==> src/rtl/trivial_rv_core_if.sv <==
// trivial_rv_core_if: instruction, write-back and debug-read signals of the execute core
interface trivial_rv_core_if #(parameter int XLEN = 32);
    logic            instr_valid;
    logic [31:0]     instruction;
    logic [4:0]      dbg_idx;
    logic [XLEN-1:0] dbg_data;
    logic            wb_en;
    logic [4:0]      wb_idx;
    logic [XLEN-1:0] wb_data;
    logic            illegal;
    modport master (output instr_valid, instruction, dbg_idx,
                    input  dbg_data, wb_en, wb_idx, wb_data, illegal);
    modport slave  (input  instr_valid, instruction, dbg_idx,
                    output dbg_data, wb_en, wb_idx, wb_data, illegal);
endinterface

==> src/rtl/trivial_rv_core.sv <==
// trivial_rv_core: single-cycle RV32I ALU datapath with a 32x32 register file
module trivial_rv_core #(
    parameter int XLEN  = 32,
    parameter int NREGS = 32
) (
    input  logic               clk,
    input  logic               rst_n,
    trivial_rv_core_if.slave   bus
);
    logic [XLEN-1:0] regs_q [NREGS];
    logic [XLEN-1:0] regs_d [NREGS];
    logic [6:0]      opcode, funct7;
    logic [4:0]      rd, rs1, rs2;
    logic [2:0]      op;
    logic            mod, is_op, is_imm, legal, neg;
    logic [XLEN-1:0] imm, a, b, res;
    logic [4:0]      sh;

    assign opcode = bus.instruction[6:0];
    assign rd     = bus.instruction[11:7];
    assign op     = bus.instruction[14:12];
    assign rs1    = bus.instruction[19:15];
    assign rs2    = bus.instruction[24:20];
    assign funct7 = bus.instruction[31:25];
    assign mod    = funct7[5];
    assign imm    = {{(XLEN-12){bus.instruction[31]}}, bus.instruction[31:20]};

    always_comb begin
        is_op  = opcode == 7'b0110011;
        is_imm = opcode == 7'b0010011;
        legal  = is_op ? (funct7 == 7'b0000000 || (funct7 == 7'b0100000 && (op == 3'b000 || op == 3'b101)))
               : is_imm ? (op == 3'b001 ? funct7 == 7'b0000000
                         : op == 3'b101 ? (funct7 == 7'b0000000 || funct7 == 7'b0100000) : 1'b1)
               : 1'b0;
        neg    = is_op && op == 3'b000 && mod;
        a      = rs1 == 5'd0 ? '0 : regs_q[rs1];
        b      = is_imm ? imm : (rs2 == 5'd0 ? '0 : regs_q[rs2]);
        sh     = b[4:0];
    end

    always_comb begin
        res = '0;
        case (op)
            3'b000: res = neg ? a - b : a + b;
            3'b001: res = a << sh;
            3'b010: res = {{(XLEN-1){1'b0}}, $signed(a) < $signed(b)};
            3'b011: res = {{(XLEN-1){1'b0}}, a < b};
            3'b100: res = a ^ b;
            3'b101: res = mod ? XLEN'($signed(a) >>> sh) : a >> sh;
            3'b110: res = a | b;
            default: res = a & b;
        endcase
    end

    assign bus.illegal  = bus.instr_valid & ~legal;
    assign bus.wb_en    = bus.instr_valid & legal & (rd != 5'd0);
    assign bus.wb_idx   = rd;
    assign bus.wb_data  = res;
    assign bus.dbg_data = bus.dbg_idx == 5'd0 ? '0 : regs_q[bus.dbg_idx];

    // x0 never takes a write because wb_en already excludes rd==0
    always_comb begin
        for (int i = 0; i < NREGS; i++)
            regs_d[i] = (bus.wb_en && rd == 5'(i)) ? res : regs_q[i];
    end

    always_ff @(posedge clk or negedge rst_n) begin
        if (!rst_n)
            for (int i = 0; i < NREGS; i++) regs_q[i] <= '0;
        else
            regs_q <= regs_d;
    end
endmodule

==> src/flat_wrapper.sv <==
// flat-port wrapper written by rule: the top's interface ports become plain ports
module trivial_rv_core_flat 
#(
    parameter int XLEN  = 32,
    parameter int NREGS = 32
)
  (clk, rst_n, bus_instr_valid, bus_instruction, bus_dbg_idx, bus_dbg_data, bus_wb_en, bus_wb_idx, bus_wb_data, bus_illegal);
  trivial_rv_core_if #(.XLEN(XLEN)) bus_i ();
  input  logic clk;
  input  logic rst_n;
  input wire logic [$bits(bus_i.instr_valid)-1:0] bus_instr_valid;
  input wire logic [$bits(bus_i.instruction)-1:0] bus_instruction;
  input wire logic [$bits(bus_i.dbg_idx)-1:0] bus_dbg_idx;
  output wire logic [$bits(bus_i.dbg_data)-1:0] bus_dbg_data;
  output wire logic [$bits(bus_i.wb_en)-1:0] bus_wb_en;
  output wire logic [$bits(bus_i.wb_idx)-1:0] bus_wb_idx;
  output wire logic [$bits(bus_i.wb_data)-1:0] bus_wb_data;
  output wire logic [$bits(bus_i.illegal)-1:0] bus_illegal;
  assign bus_i.instr_valid = bus_instr_valid;
  assign bus_i.instruction = bus_instruction;
  assign bus_i.dbg_idx = bus_dbg_idx;
  assign bus_dbg_data = bus_i.dbg_data;
  assign bus_wb_en = bus_i.wb_en;
  assign bus_wb_idx = bus_i.wb_idx;
  assign bus_wb_data = bus_i.wb_data;
  assign bus_illegal = bus_i.illegal;
  trivial_rv_core #(.XLEN(XLEN), .NREGS(NREGS)) u_core (.clk(clk), .rst_n(rst_n), .bus(bus_i));
endmodule
==> config.mk <==
export PLATFORM = sky130hd
export DESIGN_NAME = trivial_rv_core_flat
export DESIGN_NICKNAME = d
export VERILOG_FILES = /design/src/rtl/trivial_rv_core_if.sv /design/src/rtl/trivial_rv_core.sv /design/src/flat_wrapper.sv
export SDC_FILE = /design/constraint.sdc
export NUM_CORES = 2
export LEC_CHECK = 0
export BUFFER_PORTS_ARGS = -buffer_cell sky130_fd_sc_hd__buf_4
export CORE_AREA = 5 5 407 409
export DETAILED_ROUTE_END_ITERATION = 16
export DIE_AREA = 0 0 412 414
export HOLD_SLACK_MARGIN = 0.02
export PLACE_DENSITY = 0.67
export SYNTH_ARGS = -nofsm -noshare
export SYNTH_HDL_FRONTEND = slang
export SYNTH_SLANG_ARGS = --single-unit
==> constraint.sdc <==
create_clock -name clk -period 21 [get_ports clk]
set_input_delay 2.1 -clock clk [delete_from_list [all_inputs] [get_ports clk]]
set_output_delay 2.1 -clock clk [all_outputs]
set_load 0.02 [all_outputs]
==> flow_summary.ini <==
[outcome]
status = completed

[layout]
fin_util_pct = 48.5
fin_nets = 6232
nFillCells = 14100
largest_register_ffs = 1024
top_register = u_core.regs_q
final_layout_size_suffix_gt1_share_pct = 30.9
syn_to_final_growth_pct = 8.62
reg_top3 = u_core.regs_q (1024)

[synthesis]
synthMostInstantiatedCell = dfrtp_1
synth.distinct_cells = 117
synth_area_mm2 = 0.0723
synthFlopType = dfrtp_1
synth_nets = 6507
yosysSeqAreaShare_pct = 35.5
synth_top_cell_by_area = dfrtp_1
ys_ff_latch = 1024
synth_edf_count = 0
avgSynthCellArea_um2 = 11.4
synthCells = 6364
netlist.area_leader.share_pct = 35.5
async_flop_share_pct = 100
synth_area_leaders = dfrtp_1, mux4_2, mux2_2
synth.yosys.warnings = 0
synth_common_cells = dfrtp_1, mux4_2, nand2_1

[cts]
cts_root_buf = clkbuf_16
cts_post_setup_buffers_inserted = 0
post_cts_resized = 0
path_clk_slew_ns = 0.06
cts_buffer_depth = 3
cts_tree = done
cts_buffers = 106
numClockSinks = 1024
clock_latency_ns = 0.78
hold_buffers = 0
cts_max_level = 3

[worst_setup_path]
r2r_cells = 16
worstPathArrival_ns = 10.95
critPathKind = input port to primary output
r2r_setup_slack_ns = 13.82
cp-startpoint = bus_instruction[20]
worstSetupStartpointType = input port
required_ns = 18.90
worst-path-max-fanout = 54
end_kind = primary output
r2r_end = u_core.regs_q[382]
timing.rr.start = u_core.regs_q[778]
cp-endpoint = bus_wb_data[30]

[sta]
finClkSkew_ns = 0.0689
finalCritPeriodShare_pct = 62.2
tightest_slew_ns = 1.33
fin_tns_setup_ns = 0
slew_violations = 0
fmax_ghz = 0.0766
finalSetupViolCount = 0
hold_viol = 0
slew-limit-headroom_pct = 11.2
rsz0062_at_grt = false
timing.hold.ws_ns = 0.408
min_period_ns = 13.05

[global_routing]
grt_pass1_vias = 58700
grt_most_used_layer = met2
grt_pass1_wl_um = 429000
met1_usage_pct = 44.6
grt-ovfl-total = 0
grt_usage_pct = 34.3
antenna_found_initial = 9
grt_start_max_net_pins = 186
grtUsageMet3_pct = 11.5
met2_usage_pct = 49.5

[floorplanning]
die-area_mm2 = 0.171
pin_count = 111
coreArea_mm2 = 0.162
start_util_pct = 44.7
row_count = 148
die_height_um = 414
die_w_um = 412

[routing]
drc = 0
via_per_inst = 7.22
ant_nets = 0
drtIter0Drc = 9709
wl_per_cell_um = 35.8
vias = 60400
drt-total-wl_um = 299000
detail_route.first_pass.iterations = 6

[placement]
portBuffers = 110
gp_congestion = 1.01
dp_hpwl_um = 192000

[pwr]
vdd_drop_max_mv = 0.0728
powerDensity_mw_per_mm2 = 61.9
total_leakage_power_nw = 32.4
power_mw = 4.85

[min_path]
hp-class = register to register

[run]
cap_violations = 0
## worst min-delay path by stage
stage / to / slack (ns) / startpoint / depth (start not counted)
after global routing: u_core.regs_q[996] / 0.42 / u_core.regs_q[996] / 0
after detailed placement: u_core.regs_q[996] / 0.38 / u_core.regs_q[996] / 0
after CTS: u_core.regs_q[992] / 0.41 / u_core.regs_q[992] / 0
final: u_core.regs_q[992] / 0.41 / u_core.regs_q[992] / 0
after global placement: u_core.regs_q[992] / 0.38 / u_core.regs_q[992] / 0
after floorplan: u_core.regs_q[992] / 0.44 / u_core.regs_q[992] / 1
## cells in the final DEF (no fill, tap or decap), types with 15 or more instances in the layout
| master | instances |
|---|---|
| clkbuf_16 | 108 |
| clkbuf_8 | 24 |
| a22o_1 | 18 |
| inv_1 | 106 |
| o31ai_1 | 79 |
| mux4_2 | 805 |
| a31oi_1 | 108 |
| o21bai_1 | 17 |
| nor2_4 | 25 |
| o22ai_1 | 47 |
| mux2i_1 | 220 |
| o21ai_0 | 475 |
| a21o_1 | 18 |
| a21oi_1 | 233 |
| o211a_1 | 15 |
| mux2_2 | 459 |
| bufinv_16 | 15 |
| and2_1 | 19 |
| a22oi_1 | 55 |
| nor3_1 | 49 |
| o221ai_1 | 27 |
| clkinv_2 | 15 |
| nor4_1 | 45 |
| dfrtp_1 | 1024 |
| nor2b_1 | 35 |
| ha_1 | 101 |
| a211oi_1 | 90 |
| nand2_1 | 728 |
| nor2_1 | 295 |
| nand3_1 | 41 |
| a221oi_1 | 22 |
| nand2b_1 | 20 |
| buf_4 | 304 |
| o21ai_1 | 78 |
| o21a_1 | 16 |
| o211ai_1 | 52 |
## metrics by stage
step / cell area, um2 / setup WS, ns / instances
after global routing: 78500 / 7.57 / 8349
after detailed placement: 74700 / 8.19 / 8156
after floorplan: 72300 / 10.66 / 6364
final: 78500 / 7.95 / 8357
after CTS: 78500 / 8.18 / 8349
after global placement: 74700 / 8.24 / 8156
## per-layer routing
layer  part of all wire [%]  up-vias
met1                     36    30600
met2                     43     4811
li1                       -    23900
met4                    7.6       10
met3                     14     1088
met5                  0.019        -
## final cells by class
type                       instances  area [um2]  share of cell area (%)
timing repair buffer             319        2530                    3.22
tap                             2175        2720                    3.47
clock buffer                     146        3090                    3.93
clock inverter                    47         723                   0.921
multi-input combinational       4515       43300                    55.2
antenna                            8        20.0                  0.0255
inverter                         123         467                   0.595
sequential                      1024       25600                    32.7
## where the power goes
| part | total, mW | internal, mW | leakage (nW) | switching, mW |
|---|---|---|---|---|
| clock | 2.08 | 1.21 | 1.84 | 0.871 |
| sequential | 1.98 | 1.98 | 14.3 | 0.00578 |
| combinational | 0.786 | 0.211 | 16.3 | 0.575 |
| total | 4.85 | 3.40 | 32.4 | 1.45 |
## worst max-delay path, stage by stage
cell and delay (ns):
buf_8 0.49, buf_4 0.73, buf_4 0.82, mux4_2 0.60, mux4_2 0.49, nand2_1 0.12
a31oi_1 0.33, ha_1 0.52, nor3_1 0.81, nand2_1 0.10, a211oi_1 0.81, o211ai_1 0.24
and2_1 0.24, nor4b_1 0.25, a211o_1 0.17, o211a_1 1.01, nor3_1 0.14, a21oi_1 0.52
buf_4 0.25
## cell families (layout without fill, tap and decap cells)
logic type / after synthesis / in the layout / share of synthesized area (%)
compound gates: 1540 / 1540 / 13.8
xor+xnor: 14 / 14 / 0.170
fa+ha+maj: 103 / 103 / 1.80
buf+inv: 825 / 635 / 5.24
flops: 1024 / 1024 / 35.5
mux: 1492 / 1492 / 35.4
other cells: 0 / 8 / 0
simple gates: 1366 / 1366 / 8.13
(Power assumes the default switching activity.)
